--- config.mk ---
export PLATFORM = sky130hd
export DESIGN_NAME = pc_trace_buffer
export DESIGN_NICKNAME = d
export VERILOG_FILES = /design/src/rtl/pc_trace_buffer.sv
export SDC_FILE = /design/constraint.sdc
export NUM_CORES = 1
export LEC_CHECK = 0
export CORE_MARGIN = 2
export CORE_UTILIZATION = 50
export DETAILED_ROUTE_END_ITERATION = 10
export GPL_ROUTABILITY_DRIVEN = 0
export PLACE_DENSITY = 0.7
export SYNTH_ARGS = -nofsm -noshare
export SYNTH_HDL_FRONTEND = slang
export SYNTH_SLANG_ARGS = --single-unit
--- constraint.sdc ---
create_clock -name clk -period 9.25 [get_ports clk]
set_clock_uncertainty 0.05 [all_clocks]
set_input_delay 1.85 -clock clk [delete_from_list [all_inputs] [get_ports clk]]
set_output_delay 1.85 -clock clk [all_outputs]
set_load 0.05 [all_outputs]
--- src/rtl/pc_trace_buffer.sv ---
// pc_trace_buffer: retirement trace FIFO with cycle stamps; halt detection built when PC_TRACE_HALT_DETECT_EN is defined
module pc_trace_buffer #(
  parameter int DEPTH       = 16,
  parameter int HALT_REPEAT = 4
) (
  input  logic                     clk,
  input  logic                     rst,
  input  logic                     ret_valid_i,
  input  logic [31:0]              pc_i,
  input  logic [31:0]              instr_i,
  input  logic                     rd_ready_i,
  output logic                     rd_valid_o,
  output logic [31:0]              rd_cycle_o,
  output logic [31:0]              rd_pc_o,
  output logic [31:0]              rd_instr_o,
  output logic [$clog2(DEPTH):0]   count_o,
  output logic                     overflow_o,
  output logic [15:0]              drop_cnt_o,
  output logic                     halted_o
);
  localparam int AW = $clog2(DEPTH);
  localparam int CW = AW + 1;

  logic [31:0]   mem_cycle [DEPTH];
  logic [31:0]   mem_pc    [DEPTH];
  logic [31:0]   mem_instr [DEPTH];
  logic [AW-1:0] wptr, rptr;
  logic [31:0]   cyc;
  logic          full, req, push, pop, drop;

  assign rd_valid_o = count_o != '0;
  assign full       = count_o == CW'(DEPTH);
  assign pop        = rd_valid_o && rd_ready_i;
  assign req        = ret_valid_i && !halted_o;
  assign push       = req && (!full || pop);
  assign drop       = req && full && !pop;
  assign rd_cycle_o = mem_cycle[rptr];
  assign rd_pc_o    = mem_pc[rptr];
  assign rd_instr_o = mem_instr[rptr];

  // storage is deliberately left uncleared by reset; occupancy alone defines validity
  always_ff @(posedge clk) begin
    if (push) begin
      mem_cycle[wptr] <= cyc;
      mem_pc[wptr]    <= pc_i;
      mem_instr[wptr] <= instr_i;
    end
  end

  // cycle stamp, pointers, occupancy and drop accounting
  always_ff @(posedge clk) begin
    if (!rst) begin
      cyc        <= '0;
      wptr       <= '0;
      rptr       <= '0;
      count_o    <= '0;
      overflow_o <= 1'b0;
      drop_cnt_o <= '0;
    end else begin
      cyc        <= cyc + 32'd1;
      wptr       <= push ? wptr + 1'b1 : wptr;
      rptr       <= pop ? rptr + 1'b1 : rptr;
      count_o    <= count_o + CW'(push) - CW'(pop);
      overflow_o <= overflow_o || drop;
      drop_cnt_o <= (drop && drop_cnt_o != 16'hFFFF) ? drop_cnt_o + 16'd1 : drop_cnt_o;
    end
  end

`ifdef PC_TRACE_HALT_DETECT_EN
  localparam int RW = $clog2(HALT_REPEAT + 1) + 1;

  typedef enum logic {RUN, HALTED} state_t;

  state_t        state;
  logic [31:0]   prev_pc;
  logic [RW-1:0] rep;
  logic [RW-1:0] rep_next;

  assign rep_next = (pc_i == prev_pc) ? rep + 1'b1 : RW'(1);

  // halt FSM: a jal-to-self or HALT_REPEAT retirements at one PC freeze capture until reset
  always_ff @(posedge clk) begin
    if (!rst) begin
      state    <= RUN;
      halted_o <= 1'b0;
      prev_pc  <= '0;
      rep      <= '0;
    end else if (state == RUN && ret_valid_i) begin
      prev_pc <= pc_i;
      rep     <= rep_next;
      if (instr_i == 32'h0000006F || rep_next >= RW'(HALT_REPEAT)) begin
        state    <= HALTED;
        halted_o <= 1'b1;
      end
    end
  end
`else
  // no halt detection: constant low for any legal HALT_REPEAT
  assign halted_o = HALT_REPEAT < 0;
`endif
endmodule

==> reports/results.tsv, run 1 <==
stage	metric	value	unit
run_status	status	completed	
global_routing	first_global_vias	28782	
placed_design	hpwl	58750	µm
routing	routed_wl	128700	µm
timing	worst_slew_pin_slew	1.148	ns
timing	setup_slack	2.857	ns
die	initial_utilization	0.5053	
die	die_area	124200	µm²
layout	nFillCells	8419	
timing	rsz0062_at_grt	no	
timing	period_minus_slack	6.393	ns
routing	drc_errors	0	
global_routing	grt_usage	0.2092	
synthesis	synthFlopType	edfxtp_1	
routing	wl_per_cell	28.56	µm
layout	finalInstanceArea	69550	µm²
placed_design	pre_cts_ws	3.576	ns
placed_design	place_area	64680	µm²
routing	initialDrtViolationCount	2934	
global_routing	grt_pass1_wl	190500	µm
placed_design	portBuffers	186	
routing	num_vias	27532	
clock_tree	cts_hold_buf	0	
worst_setup_path	cp.arrival	4.49	ns
worst_hold_path	holdCritStartpoint	overflow_o	
layout	register_area	47460	µm²
synthesis	post-synth-top-area-cell	edfxtp_1	
power_and_ir_drop	peakVddDrop	0.2087	mV
clock_tree	cts_sinks	1602	
layout	finalNonFillerCells	4506	
timing	slew_viol_final	0	
die	die_x	352.4	µm
synthesis	synth_top_area_frac	0.7599	
power_and_ir_drop	pwr-share-clk	0.335	
die	io_pins	188	
synthesis	yosys_register_bits	1602	
synthesis	synth-async-reset-ratio	0	
clock_tree	cts_tree	yes	
routing	antenna_left	0	
power_and_ir_drop	power_switching	4.740	mW
power_and_ir_drop	p_int	13.25	mW
die	rows	127	
clock_tree	post_cts_buffers	0	
synthesis	yosys-top-cells-area	edfxtp_1 (76%), mux4_2 (18%), dfxtp_1 (2.2%), clkbuf_1 (0.48%), buf_2 (0.34%)	
timing	max_slew_margin	0.2328	
worst_setup_path	endpoint_kind	output port	
timing	setup_tns	0	ns
clock_tree	clkTransAtPathRegs	0.06	ns
worst_setup_path	r2r-start	count_o[3]	
timing	finalCritPeriodShare	0.6911	
synthesis	syn_avg_cell_area	24.13	µm²
timing	finalSetupViolCount	0	
power_and_ir_drop	switching_share	0.2634	
layout	final_util	0.5789	
worst_setup_path	cp-start-kind	flip-flop	
layout	nets	2854	
die	core_area	120100	µm²
synthesis	syn_nets	2597	
worst_hold_path	hold_class	flip-flop to flip-flop	
synthesis	synth-seq-area-share	0.7817	
clock_tree	clk_path_buf_depth	3	
clock_tree	insertion_delay	0.76	ns
power_and_ir_drop	power_density	258.7	nW/µm²
routing	dr.pass1.iters	5	
clock_tree	root_buffer	clkbuf_16	
timing	fmax	0.1564	GHz
worst_setup_path	critical_path.max_fanout	76	
clock_tree	htree_levels	4	
flow_run	cap_violations	0	
layout	drive_gt1_frac	0.2596	
power_and_ir_drop	combPwrFrac	0.208	
synthesis	syn_area	60700	µm²
power_and_ir_drop	p_seq_frac	0.457	
worst_setup_path	crit_type	flip-flop to output port	
die	die_y	352.4	µm
power_and_ir_drop	p_leak	20.96	nW
timing	hold_viol	0	
synthesis	yosys_warnings	0	
global_routing	overflow	0	
worst_setup_path	worstPathRequired	7.35	ns
clock_tree	cts_buffers	157	
layout	syn_to_final_growth	14.58	%
synthesis	netlist_instances	2515	
synthesis	yosysUniqueCellTypes	47	
clock_tree	cts_resized	0	
synthesis	synth-edff-count	1536	
routing	via_per_inst	6.110	
global_routing	grt_max_degree	138	
placed_design	dp_cells	4225	
global_routing	antenna_found_initial	3	
layout	multiInputGateArea	12780	µm²
[cells in the mapped netlist, types with 16 or more instances]
library cell  count
a21oi_1          32
buf_2            41
clkbuf_1         78
dfxtp_1          66
edfxtp_1       1536
inv_1            19
mux4_2          480
nand2_1          32
nand3_1          16
nor2_1           34
o31ai_1          18
or4_1            20
[per-layer routing]
layer  global-route usage  vias to the layer above  routed length (µm)
met5                    0                        -                  31
met4              0.05000                        4                2055
li1                     -                    11396                   -
met1               0.2971                    14901               52770
met3              0.03897                      173                9084
met2               0.3407                     1058               64720
[metrics by stage]
stage	hold WS (ns)	total power, mW
global placement	0.4032	12.10
detailed placement	0.4079	12.17
global route	0.4636	18.61
finish	0.4209	17.99
CTS	0.4266	18.18
floorplan	0.4129	11.12
[power by group through the flow]
stage               combinational [mW]  clock, mW  sequential (mW)
floorplan                         2.79          0             8.34
global route                      3.94       6.43             8.24
detailed placement                3.79          0             8.38
CTS                               3.80       6.15             8.23
finish                            3.74       6.03             8.22
global placement                  3.74          0             8.37
[cells by family after synthesis]
group                      synth area share
adders and majority gates          0.003010
muxes                                0.1793
xor gates and xnor gates           0.002597
DFF                                  0.7817
other                            0.00006178
buffers and inverters              0.009936
and+or+nand+nor                     0.01649
AOI/OAI and AO/OA                  0.006988
[layout make-up]
class	instances	area share
flip-flops and latches	1602	0.6824
clock inverters	71	0.008833
inverters	20	0.001079
repair buffers	222	0.03371
well taps	1612	0.02900
clock buffers	209	0.06110
diodes	1	0.00003598
multi-input cells	769	0.1838
[path summary, 6_finish.rpt]
path                                       end  slack (ns)  depth (start not counted)
worst min register to register      overflow_o        0.42                          1
worst max register to register    mem_pc[6][2]        5.52                          7
worst min-delay path                overflow_o        0.42                          1
worst max-delay path            rd_cycle_o[25]        2.86                          4
[state kept, by name, summed over array words and instances, names as in the netlist, named ones only]
register,cells
wptr,4
rptr,4
cyc,32
mem_instr,512
mem_cycle,512
count_o,5
mem_pc,512
overflow_o,1
drop_cnt_o,16
[placed cells by master, fill, tap and decap left out, types with 4 or more instances in the layout]
master	synthesis	final
and4_1	6	6
mux4_2	480	480
nor4_1	7	7
or3_1	12	12
nor3_1	9	5
dfxtp_4	0	4
a21oi_1	32	32
dfxtp_1	66	62
o31ai_1	18	18
clkbuf_16	0	161
clkbuf_8	0	4
xor2_1	8	8
xnor2_1	10	10
clkinv_1	1	28
clkdlybuf4s50_1	0	186
clkinv_2	0	22
o21ai_0	11	11
edfxtp_1	1536	1536
inv_6	0	5
inv_1	19	19
or4_1	20	20
nand2b_1	12	12
o21a_1	4	4
nor2_1	34	22
nand2_1	32	32
mux2i_1	7	7
nor3_4	0	4
clkbuf_1	78	44
clkinv_8	0	4
nand4_1	15	15
buf_4	1	19
nor2_4	0	12
buf_12	0	17
ha_1	13	13
nand3_1	16	16
bufinv_16	0	7
[worst max-delay path, stage by stage (launching register included)]
cell and delay (ns):
dfxtp_4 0.83, buf_4 0.96, mux4_2 0.42, mux4_2 0.49, clkdlybuf4s50_1 0.86
Note: power is estimated with default switching activity, not from simulation.
==> inputs of run 2 (changes only) <==
Settings changed: PLACE_DENSITY 0.7 to 0.67.
Clock period 9.25 ns to 6.6 ns, I/O delays scaled along.
==> reports/results.tsv, run 2 (synthesis results as in run 1) <==
stage	metric	value	unit	change
run_status	status	completed		
power_and_ir_drop	peakVddDrop	0.2723	mV	+31%
layout	syn_to_final_growth	15.42	%	
clock_tree	root_buffer	clkbuf_16		
worst_setup_path	critical_path.max_fanout	28		-63%
placed_design	portBuffers	186		unchanged
worst_setup_path	worstPathRequired	5.23	ns	-2.12 ns
worst_setup_path	cp-start-kind	flip-flop		
power_and_ir_drop	power_switching	6.726	mW	+42%
power_and_ir_drop	p_seq_frac	0.449		-0.008
clock_tree	cts_sinks	1602		unchanged
timing	setup_tns	0	ns	unchanged
timing	finalCritPeriodShare	0.8343		
power_and_ir_drop	pwr-share-clk	0.344		+0.009
routing	initialDrtViolationCount	3013		+2.7%
routing	wl_per_cell	28.89	µm	+1.2%
global_routing	first_global_vias	29107		+1.1%
clock_tree	insertion_delay	0.77	ns	about the same
clock_tree	cts_resized	0		unchanged
layout	finalNonFillerCells	4534		+0.62%
power_and_ir_drop	switching_share	0.2624		-0.001001
routing	num_vias	27667		+0.49%
layout	nets	2871		+0.60%
layout	most-common-layout-cells	edfxtp_1 (1536), mux4_2 (480), clkdlybuf4s50_1 (186)		
layout	finalInstanceArea	70060	µm²	+0.73%
die	rows	127		unchanged
worst_setup_path	endpoint_kind	output port		
flow_run	cap_violations	0		unchanged
die	die_area	124200	µm²	unchanged
layout	top_regs	mem_cycle: 512 flops, mem_instr: 512 flops, mem_pc: 512 flops		
power_and_ir_drop	combPwrFrac	0.206		-0.002
die	io_pins	188		unchanged
clock_tree	clk_path_buf_depth	3		unchanged
global_routing	grt_usage	0.2138		+0.004681
timing	worst_slew_pin_slew	1.319	ns	+0.1714 ns
timing	rsz0062_at_grt	no		
global_routing	grt_max_degree	106		-23%
power_and_ir_drop	p_int	18.91	mW	+43%
routing	antenna_left	0		unchanged
global_routing	antenna_found_initial	4		+1
timing	finalSetupViolCount	0		unchanged
placed_design	place_area	64940	µm²	+0.40%
clock_tree	htree_levels	4		unchanged
clock_tree	cts_tree	yes		
layout	drive_gt1_frac	0.2634		+0.003854
global_routing	grt_pass1_wl	193900	µm	+1.8%
placed_design	hpwl	60710	µm	+3.3%
timing	hold_viol	0		unchanged
timing	max_slew_margin	0.1175		-0.1153
worst_setup_path	crit_type	flip-flop to output port		
worst_hold_path	hold_class	flip-flop to flip-flop		
worst_setup_path	cp.arrival	4.14	ns	-0.35 ns
routing	via_per_inst	6.102		-0.13%
clock_tree	post_cts_buffers	0		unchanged
clock_tree	cts_hold_buf	0		unchanged
layout	final_common_cell	edfxtp_1		
placed_design	dp_cells	4238		+0.31%
clock_tree	cts_buffers	161		+2.5%
timing	period_minus_slack	5.507	ns	
die	core_area	120100	µm²	unchanged
clock_tree	clkTransAtPathRegs	0.06	ns	about the same
die	die_y	352.4	µm	unchanged
routing	routed_wl	131000	µm	+1.8%
timing	fmax	0.1816	GHz	
die	die_x	352.4	µm	unchanged
global_routing	overflow	0		unchanged
timing	slew_viol_final	0		unchanged
routing	dr.pass1.iters	5		unchanged
power_and_ir_drop	power_density	365.9	nW/µm²	+41%
routing	drc_errors	0		unchanged
die	initial_utilization	0.5053		unchanged
power_and_ir_drop	p_leak	21.16	nW	+0.96%
timing	timing.hold.ws	0.4298	ns	+0.008870 ns
## run 2: layout make-up
class / instances / area (µm²)
Fill cell: 8474 / 50070
Clock buffer: 210 / 4317
Clock inverter: 83 / 790.8
Inverter: 20 / 75.07
Multi-Input combinational cell: 769 / 12780
Timing Repair Buffer: 235 / 2605
Antenna cell: 3 / 7.507
Sequential cell: 1602 / 47460
Tap cell: 1612 / 2017
## run 2: stage by stage
step	setup slack (ns)	utilization	power, mW
6_report	1.093	0.5832	25.63
4_1_cts	0.9557	0.5831	25.93
2_1_floorplan	0.2033	-	15.59
5_1_grt	0.8895	0.5832	26.52
3_5_place_dp	1.813	0.5406	17.11
3_3_place_gp	1.874	0.5406	17.03
## run 2: final timing paths
kind	from	end	slack [ns]	cells past startpoint
setup / recovery	flip-flop	rd_cycle_o[28]	1.09	4
hold / removal	overflow_o	overflow_o	0.43	1
setup reg to reg	count_o[3]	mem_pc[2][18]	3.10	7
hold reg to reg	overflow_o	overflow_o	0.43	1
## run 2: critical path: stages, from the launching register on
cell             delay, ns
dfxtp_4               0.83
buf_4                 0.59
mux4_2                0.58
mux4_2                0.59
clkdlybuf4s50_1       0.75
## run 2: power groups by stage
stage	Clock, mW	Combinational [mW]	Sequential (mW)
5_1_grt	9.39	5.59	11.5
4_1_cts	9.01	5.39	11.5
3_3_place_gp	0	5.31	11.7
3_5_place_dp	0	5.37	11.7
2_1_floorplan	0	3.90	11.7
6_report	8.82	5.29	11.5
## run 2: per-layer routing
metal	GRT usage	routed length, µm	up-vias
li1	-	-	11417
met1	0.2998	53230	14982
met2	0.3445	65180	1071
met3	0.04471	9693	193
met4	0.06009	2871	4
met5	0	23	-
